[src/rtl/pwm_capture.sv]
// rtl/pwm_capture.sv - PWM duty/period capture with stuck-input detection
//
// Measures the high time and full period of an asynchronous PWM input and
// flags an input that stops toggling.
//
// Ports:
//   clk          - single system clock
//   rst          - asynchronous active-high reset
//   pwm_in       - PWM waveform, asynchronous to clk
//   duty_value   - measured high time in cycles, clamped to PWM_INTERVAL-1
//   period_value - measured period in cycles, clamped to TIMEOUT
//   valid        - one-cycle pulse when duty_value/period_value update
//   stuck_high   - input held high for TIMEOUT cycles
//   stuck_low    - input held low for TIMEOUT cycles
`timescale 1ns/1ps

module pwm_capture #(
    parameter int PWM_INTERVAL = 1200,
    parameter int TIMEOUT      = 2400
) (
    input  logic                             clk,
    input  logic                             rst,
    input  logic                             pwm_in,
    output logic [$clog2(PWM_INTERVAL)-1:0]  duty_value,
    output logic [$clog2(TIMEOUT+1)-1:0]     period_value,
    output logic                             valid,
    output logic                             stuck_high,
    output logic                             stuck_low
);

    localparam int DW = $clog2(PWM_INTERVAL);
    localparam int CW = $clog2(TIMEOUT + 1);

    localparam logic [CW-1:0] CNT_MAX  = CW'(TIMEOUT);
    localparam logic [DW-1:0] DUTY_MAX = DW'(PWM_INTERVAL - 1);

    typedef enum logic [1:0] {
        WAIT_RISE,
        MEAS_HIGH,
        MEAS_LOW,
        STUCK
    } state_t;

    state_t          state_q, state_d;
    logic            sync_meta_q, sync_meta_d;
    logic            s_q, s_d;
    logic            s_prev_q, s_prev_d;
    logic [1:0]      fill_q, fill_d;
    logic [CW-1:0]   high_q, high_d;
    logic [CW-1:0]   low_q, low_d;
    logic [DW-1:0]   duty_q, duty_d;
    logic [CW-1:0]   period_q, period_d;
    logic            valid_q, valid_d;
    logic            stuck_high_q, stuck_high_d;
    logic            stuck_low_q, stuck_low_d;

    logic            edge_ok;
    logic            rise;
    logic            fall;
    logic [CW-1:0]   high_inc;
    logic [CW-1:0]   low_inc;
    logic [CW:0]     period_sum;
    logic [CW-1:0]   period_pub;
    logic [DW-1:0]   duty_pub;

    function automatic logic [CW-1:0] sat_inc(input logic [CW-1:0] v);
        return (v >= CNT_MAX) ? CNT_MAX : v + CW'(1);
    endfunction

    // The synchronizer and s_prev come out of reset at 0. If pwm_in is high
    // at release, the pipeline filling up would look like a rise and start a
    // period whose true start is unknown. Edges are only trusted once all
    // three stages hold real samples.
    assign edge_ok = (fill_q == 2'd3);
    assign rise    = edge_ok &  s_q & ~s_prev_q;
    assign fall    = edge_ok & ~s_q &  s_prev_q;

    assign high_inc   = sat_inc(high_q);
    assign low_inc    = sat_inc(low_q);
    assign period_sum = {1'b0, high_q} + {1'b0, low_q};
    assign period_pub = (period_sum > (CW+1)'(TIMEOUT)) ? CNT_MAX : period_sum[CW-1:0];
    assign duty_pub   = (high_q >= CW'(PWM_INTERVAL - 1)) ? DUTY_MAX : high_q[DW-1:0];

    always_comb begin
        sync_meta_d  = pwm_in;
        s_d          = sync_meta_q;
        s_prev_d     = s_q;
        fill_d       = edge_ok ? fill_q : fill_q + 2'd1;
        state_d      = state_q;
        high_d       = high_q;
        low_d        = low_q;
        duty_d       = duty_q;
        period_d     = period_q;
        valid_d      = 1'b0;
        stuck_high_d = stuck_high_q;
        stuck_low_d  = stuck_low_q;

        case (state_q)
            WAIT_RISE: begin
                if (rise) begin
                    state_d = MEAS_HIGH;
                    high_d  = CW'(1);
                    low_d   = '0;
                end else if (!s_q) begin
                    // Only a low run can time out here: a high level seen
                    // without a rise just restarts the run counter.
                    low_d = low_inc;
                    if (low_inc == CNT_MAX) begin
                        state_d     = STUCK;
                        stuck_low_d = 1'b1;
                        duty_d      = '0;
                        period_d    = '0;
                        valid_d     = 1'b1;
                    end
                end else begin
                    low_d = '0;
                end
            end

            MEAS_HIGH: begin
                if (fall) begin
                    state_d = MEAS_LOW;
                    low_d   = CW'(1);
                end else begin
                    high_d = high_inc;
                    if (high_inc == CNT_MAX) begin
                        state_d      = STUCK;
                        stuck_high_d = 1'b1;
                        duty_d       = DUTY_MAX;
                        period_d     = '0;
                        valid_d      = 1'b1;
                    end
                end
            end

            MEAS_LOW: begin
                if (rise) begin
                    // Rise closes the period and opens the next one.
                    state_d  = MEAS_HIGH;
                    duty_d   = duty_pub;
                    period_d = period_pub;
                    valid_d  = 1'b1;
                    high_d   = CW'(1);
                    low_d    = '0;
                end else begin
                    low_d = low_inc;
                    if (low_inc == CNT_MAX) begin
                        state_d     = STUCK;
                        stuck_low_d = 1'b1;
                        duty_d      = '0;
                        period_d    = '0;
                        valid_d     = 1'b1;
                    end
                end
            end

            STUCK: begin
                // Any edge here is necessarily toward the opposite level.
                if (rise) begin
                    state_d      = MEAS_HIGH;
                    stuck_high_d = 1'b0;
                    stuck_low_d  = 1'b0;
                    high_d       = CW'(1);
                    low_d        = '0;
                end else if (fall) begin
                    state_d      = WAIT_RISE;
                    stuck_high_d = 1'b0;
                    stuck_low_d  = 1'b0;
                    high_d       = '0;
                    low_d        = CW'(1);
                end
            end

            default: begin
                state_d = WAIT_RISE;
            end
        endcase
    end

    always_ff @(posedge clk or posedge rst) begin
        if (rst) begin
            state_q      <= WAIT_RISE;
            sync_meta_q  <= 1'b0;
            s_q          <= 1'b0;
            s_prev_q     <= 1'b0;
            fill_q       <= 2'd0;
            high_q       <= '0;
            low_q        <= '0;
            duty_q       <= '0;
            period_q     <= '0;
            valid_q      <= 1'b0;
            stuck_high_q <= 1'b0;
            stuck_low_q  <= 1'b0;
        end else begin
            state_q      <= state_d;
            sync_meta_q  <= sync_meta_d;
            s_q          <= s_d;
            s_prev_q     <= s_prev_d;
            fill_q       <= fill_d;
            high_q       <= high_d;
            low_q        <= low_d;
            duty_q       <= duty_d;
            period_q     <= period_d;
            valid_q      <= valid_d;
            stuck_high_q <= stuck_high_d;
            stuck_low_q  <= stuck_low_d;
        end
    end

    assign duty_value   = duty_q;
    assign period_value = period_q;
    assign valid        = valid_q;
    assign stuck_high   = stuck_high_q;
    assign stuck_low    = stuck_low_q;

endmodule

[config.mk]
export PLATFORM = sky130hd
export DESIGN_NAME = pwm_capture
export DESIGN_NICKNAME = d
export VERILOG_FILES = /design/src/rtl/pwm_capture.sv
export SDC_FILE = /design/constraint.sdc
export NUM_CORES = 1
export LEC_CHECK = 0
export CAP_MARGIN = 10
export CORE_MARGIN = 2
export CORE_UTILIZATION = 30
export DETAILED_ROUTE_END_ITERATION = 12
export PLACE_DENSITY = 0.54
export SLEW_MARGIN = 5
export SYNTH_ARGS = -nofsm -noshare
export SYNTH_HDL_FRONTEND = slang
export SYNTH_SLANG_ARGS = --single-unit
[constraint.sdc]
create_clock -name clk -period 3.7 [get_ports clk]
set_clock_uncertainty 0.1 [all_clocks]
set_input_delay 0.555 -clock clk [delete_from_list [all_inputs] [get_ports clk]]
set_output_delay 0.555 -clock clk [all_outputs]
set_load 0.05 [all_outputs]
# [After elaboration in Yosys (flattened, before gate mapping)]
# Index checks and enable logic that the tools add are counted.
[word_totals] regBits=57 out_inout_bits=26 inputBits=3 wordCells=106
[op_classes] n_eq_ne=15 bitwise_logic=6 reduce_logical=10 mux=55 order_cmp=4 n_addsub=4
[ops] operator="12-bit 2-to-1 mux" count=18
[ops] operator="11-bit 2-to-1 mux" count=7
[ops] operator="12-bit one-hot mux with 3 select lines" count=2
[ops] operator="12-bit one-hot mux with 4 select lines" count=1
[ops] operator="11-bit one-hot mux with 3 select lines" count=1
[ops] operator="12-bit by 1-bit adder with 12-bit output (second input constant)" count=2
[ops] operator="12-bit == test (second input constant)" count=2
[ops] operator="12-bit >= comparator (second input constant)" count=2
[ops] operator="2-bit 2-to-1 mux" count=8
[ops] operator="1-bit 2-to-1 mux" count=14
[ops] operator="12-bit by 12-bit adder with 13-bit output" count=1
[ops] operator="13-bit by 12-bit greater-than comparator with 1-bit output (second input constant)" count=1
[ops] operator="12-bit by 11-bit >= comparator with 1-bit output (second input constant)" count=1
[ops] operator="2-bit != test (second input constant)" count=5
[ops] operator="5-bit AND reduction" count=2
[ops] operator="3-bit != test (second input constant)" count=3
[ops] operator="2-bit one-hot mux with 4 select lines" count=1
[ops] operator="2-bit == test (second input constant)" count=3
[ops] operator="1-bit one-hot mux with 3 select lines" count=2
[ops] operator="3-bit AND reduction" count=2
[ops] operator="3-bit nonzero test" count=2
[ops] operator="1-bit AND" count=4
[ops] operator="4-bit AND reduction" count=1
[ops] operator="2-bit by 1-bit adder with 2-bit output (second input constant)" count=1
[ops] operator="other kinds (7)" count=8

# [Depth between registers and ports, before layout]
[logic_depth] depth_word=7 ltp_mapped=12 mapped_depth_nobuf=11

# [Worst setup path before layout]
# No wires, ideal clock.
[synth_path] path_kind="reg2reg" startpoint="register high_q[0]" endpoint="register period_q[5], in the netlist period_value[5]" setup_slack_ns=0.759 arrival_ns=2.715 stages_incl_launch_ff=13 required_time_ns=3.474 period_less_slack_ns=2.941 setup_time_ns=0.126 path_buffers=1 cell_sequence="dfrtp_1 ha_1 inv_1 fa_1 nand2b_1 a211o_1 a21oi_2 o211a_1 nor2_1 o41ai_2 buf_4 nand3_2 a311o_1"
[synth_via] elab_chain_len=5 word_cells_on_any_way=11 cone_classes="add/sub (2); order compare (2); eq/ne (2); mux (4); reduce/logical (1)"
[synth_rtl] item="start, declared" line_no="49" source="logic [CW-1:0] high_q, high_d;"
[synth_rtl] item="start signal, assigned" line_no="200" source="high_q <= high_d;"
[synth_rtl] item="12-bit by 12-bit adder with 13-bit output, or another cell as far along" line_no="80" source="assign period_sum = {1'b0, high_q} + {1'b0, low_q};"
[synth_rtl] item="13-bit by 12-bit greater-than comparator with 1-bit output / 12-bit 2-to-1 mux (equally long branches)" line_no="81, 67"
[synth_rtl] item="12-bit 2-to-1 mux / 12-bit == test (equally long branches)" line_no="81, 126"
[synth_rtl] item="12-bit 2-to-1 mux / 2-bit != test (equally long branches)"
[synth_rtl] item="12-bit one-hot mux with 3 select lines / 5-bit AND reduction (equally long branches)"
[synth_rtl] item="end signal, assigned" line_no="203" source="period_q <= period_d;"
[synth_rtl] item="end, declared" line_no="52" source="logic [CW-1:0] period_q, period_d;"
# Parallel ways exist; a longest one is shown, timed or not.
# A chain may end at the register's enable or synchronous reset.

# [Worst setup path after layout]
# Same ends and word-level chain as after synthesis.

==> impl_metrics.toml <==
[clock_tree]
postCtsHoldBufs = 0
numCtsBuffers = 9
post_cts_buffers = 0
post_cts_resized = 0
cts_tree = "built"
h-tree-depth = 3
clock_path_buffers = 2
clock_sinks = 57
root_buffer = "clkbuf_16"
clk_pin_slew_ps = 50
clock_latency_ps = 330

[sta]
slew_headroom_pct = 30.8
fin_ws_ps = 488
setup_viol = 0
rsz0062_at_grt = "false"
fin_crit_ps = 3210
tightestPinTransition_ps = 1040
finalCritPeriodShare_pct = 86.8
setup_tns_ps = 0
hold_viol = 0
clock.fmax_mhz = 311
slew_viol_final = 0

[layout]
diodes = 0
fillers = 1369
fin_cells = 679
utilization_pct = 36.1
drive_gt1_share_pct = 8.55
areaGrowthSynthToFinish_pct = 16.6
final_nets = 523

[floorplanning]
fp.dieH_um = 122
die_x_um = 122
die_area_mm2 = 0.0148
core_area_mm2 = 0.0134
initial_core_util_pct = 31.0
core.rowCount = 42
ios = 29

[place]
placed_cells = 663
dp_slack_ps = 542
io_buffer_count = 28
place.gp.congestion = 0.875
hpwlAfterDp_um = 8430

[grt]
grt_usage_pct = 16.6
antenna_found_initial = 0
grt_pass1_wl_um = 19100
grt_max_degree = 50
overflow = 0
grt_pass1_vias = 3673

[logic_synthesis]
yosysSeqAreaShare_pct = 34.4
synth_flop_cell = "dfrtp_1"
synth_top_area_cell = "dfrtp_1"
synth_edf_count = 0
synthTopCellsByArea = "dfrtp_1 (34%), ha_1 (6.3%), a21oi_1 (4.3%)"
avgSynthCellArea_um2 = 8.58
synthCells = 484
ys_types = 74
synth_top_area_share_pct = 34.4
yosys_warnings = 0
ys_ff_latch = 57
netlist_area_mm2 = 0.00415
async_flop_share_pct = 100
syn_nets = 509

[power]
switchingPower_uw = 1260
combPwrFrac_pct = 45.3
p_per_area_mw_per_mm2 = 605
leakage_uw = 0.00200
max-vdd-ir-drop_v = 0.000273
switching_share_pct = 43.1
pwr-share-seq_pct = 27.0
internal_power_uw = 1670
p_clk_share_pct = 27.8

[detailed_routing]
firstDrtPassIters = 5
drt_iter0_markers = 239
num_vias = 3780
viasPerCell = 5.57
wl_um = 11600
drtAntennaViolNets = 0
wl_per_cell_um = 17.0
drc = 0

[critical_path]
crit_type = "reg -> reg"
cp.required_ps = 3810
crit_fanout = 11
crit_path_end_kind = "register"
r2r-start = "high_q[0]"
crit_arrival_ps = 3320
critPathLaunchType = "register"
startpoint = "high_q[0]"

[status]
status = "finished, final reports clean"

[worst_hold_path]
hold_class = "reg -> reg"
min_from = "s_d"

[run]
maxCapViolCount = 0
-- sequential cells by signal, summed over array words and instances, names as in the netlist --
register	flops
valid	1
s_prev_q	1
stuck_high	1
state_q	2
period_value	12
low_q	12
stuck_low	1
fill_q	2
duty_value	11
s_d	1
s_prev_d	1
high_q	12
-- area by class of cell --
class | instances | area [µm²] | share of cell area, %
Inverter | 23 | 86.3 | 1.78
Clock buffer | 11 | 233 | 4.81
Timing Repair Buffer | 34 | 325 | 6.72
Tap cell | 176 | 220 | 4.55
Multi-Input combinational cell | 373 | 2490 | 51.5
Sequential cell | 57 | 1430 | 29.5
Clock inverter | 5 | 56.3 | 1.16
-- placed cells by master, fill, tap and decap left out, types with 6 or more instances in the layout --
cell type / Yosys / layout
nand2_1: 36 / 36
a21o_1: 9 / 9
inv_1: 22 / 21
nand2b_1: 6 / 6
nand3_1: 13 / 13
clkbuf_16: 0 / 9
a32o_1: 7 / 7
a31oi_1: 14 / 14
nor2_1: 43 / 43
clkdlybuf4s50_1: 0 / 28
dfrtp_1: 57 / 57
o21ai_0: 29 / 29
and3_1: 8 / 8
ha_1: 21 / 21
o22ai_1: 9 / 9
o21ai_1: 9 / 9
xor2_1: 8 / 8
xnor2_1: 10 / 10
a21oi_1: 36 / 36
nor3_1: 15 / 15
buf_4: 3 / 6
-- cells by family (layout without fill, tap and decap cells) --
| family | after synthesis | after routing | share of synthesized area, % |
|---|---|---|---|
| buf+inv | 54 | 73 | 5.55 |
| mux | 6 | 6 | 1.51 |
| fa+ha+maj | 22 | 22 | 6.81 |
| xor+xnor | 19 | 19 | 4.19 |
| simple gates | 159 | 159 | 19.8 |
| flops | 57 | 57 | 34.4 |
| compound gates | 167 | 167 | 27.8 |
-- worst max-delay path, cell delays in order, from the launching register on --
cell,delay [ps]
dfrtp_1,450
ha_1,200
inv_1,50
fa_1,450
nand2b_1,200
a211o_1,290
a21oi_2,210
o211a_1,190
nor2_1,50
o41ai_2,210
buf_4,230
a31oi_1,100
a311o_1,350
-- power by group through the flow --
stage               clock network, µW  logic, µW  registers [µW]
finish                            813       1330             790
global route                      862       1450             803
CTS                               836       1320             792
detailed placement                  0       1320             803
global placement                    0       1310             795
floorplan                           0        800             941
-- cells in the mapped netlist (all sizes together), types with 3 or more instances --
cell and count:
o22ai 9, nor2 47, clkbuf 17, xor2 9, and3 8, nand2b 6, a21oi 37, nor2b 6
o21a 5, o21ai 39, nand2 36, o31ai 6, a32oi 3, ha 21, mux2i 4, nor3 16
nand4 6, a21o 9, or2 3, buf 14, a31oi 14, o32ai 5, a32o 7, dfrtp 57
nand3b 4, and2 5, xnor2 10, o22a 5, nand3 15, o2bb2ai 3, inv 22
-- final timing paths --
path                       cells past startpoint  slack [ps]         endpoint
setup / recovery                              12         490  period_value[5]
hold / removal                                 0         250         s_prev_d
setup reg to reg                              12         490  period_value[5]
hold reg to reg                                0         250         s_prev_d
max in group asynchronous                      3        2060         low_q[2]
min in group asynchronous                      2         700    duty_value[4]
-- stage by stage --
stage	hold slack, ps	cell area [µm²]	power [µW]
after floorplan	231	4150	1740
after global placement	234	4550	2110
after detailed placement	240	4550	2120
after CTS	253	4840	2950
after global routing	271	4840	3120
final	252	4840	2930
-- layer usage --
metal | global-route usage, % | wire (µm) | vias up
met3 | 2.67 | 520 | 9
met2 | 26.9 | 5400 | 101
met5 | 0 | 0 | -
met4 | 5.03 | 131 | 0
li1 | - | - | 1810
met1 | 22.7 | 5500 | 1860
(Power assumes the default switching activity.)
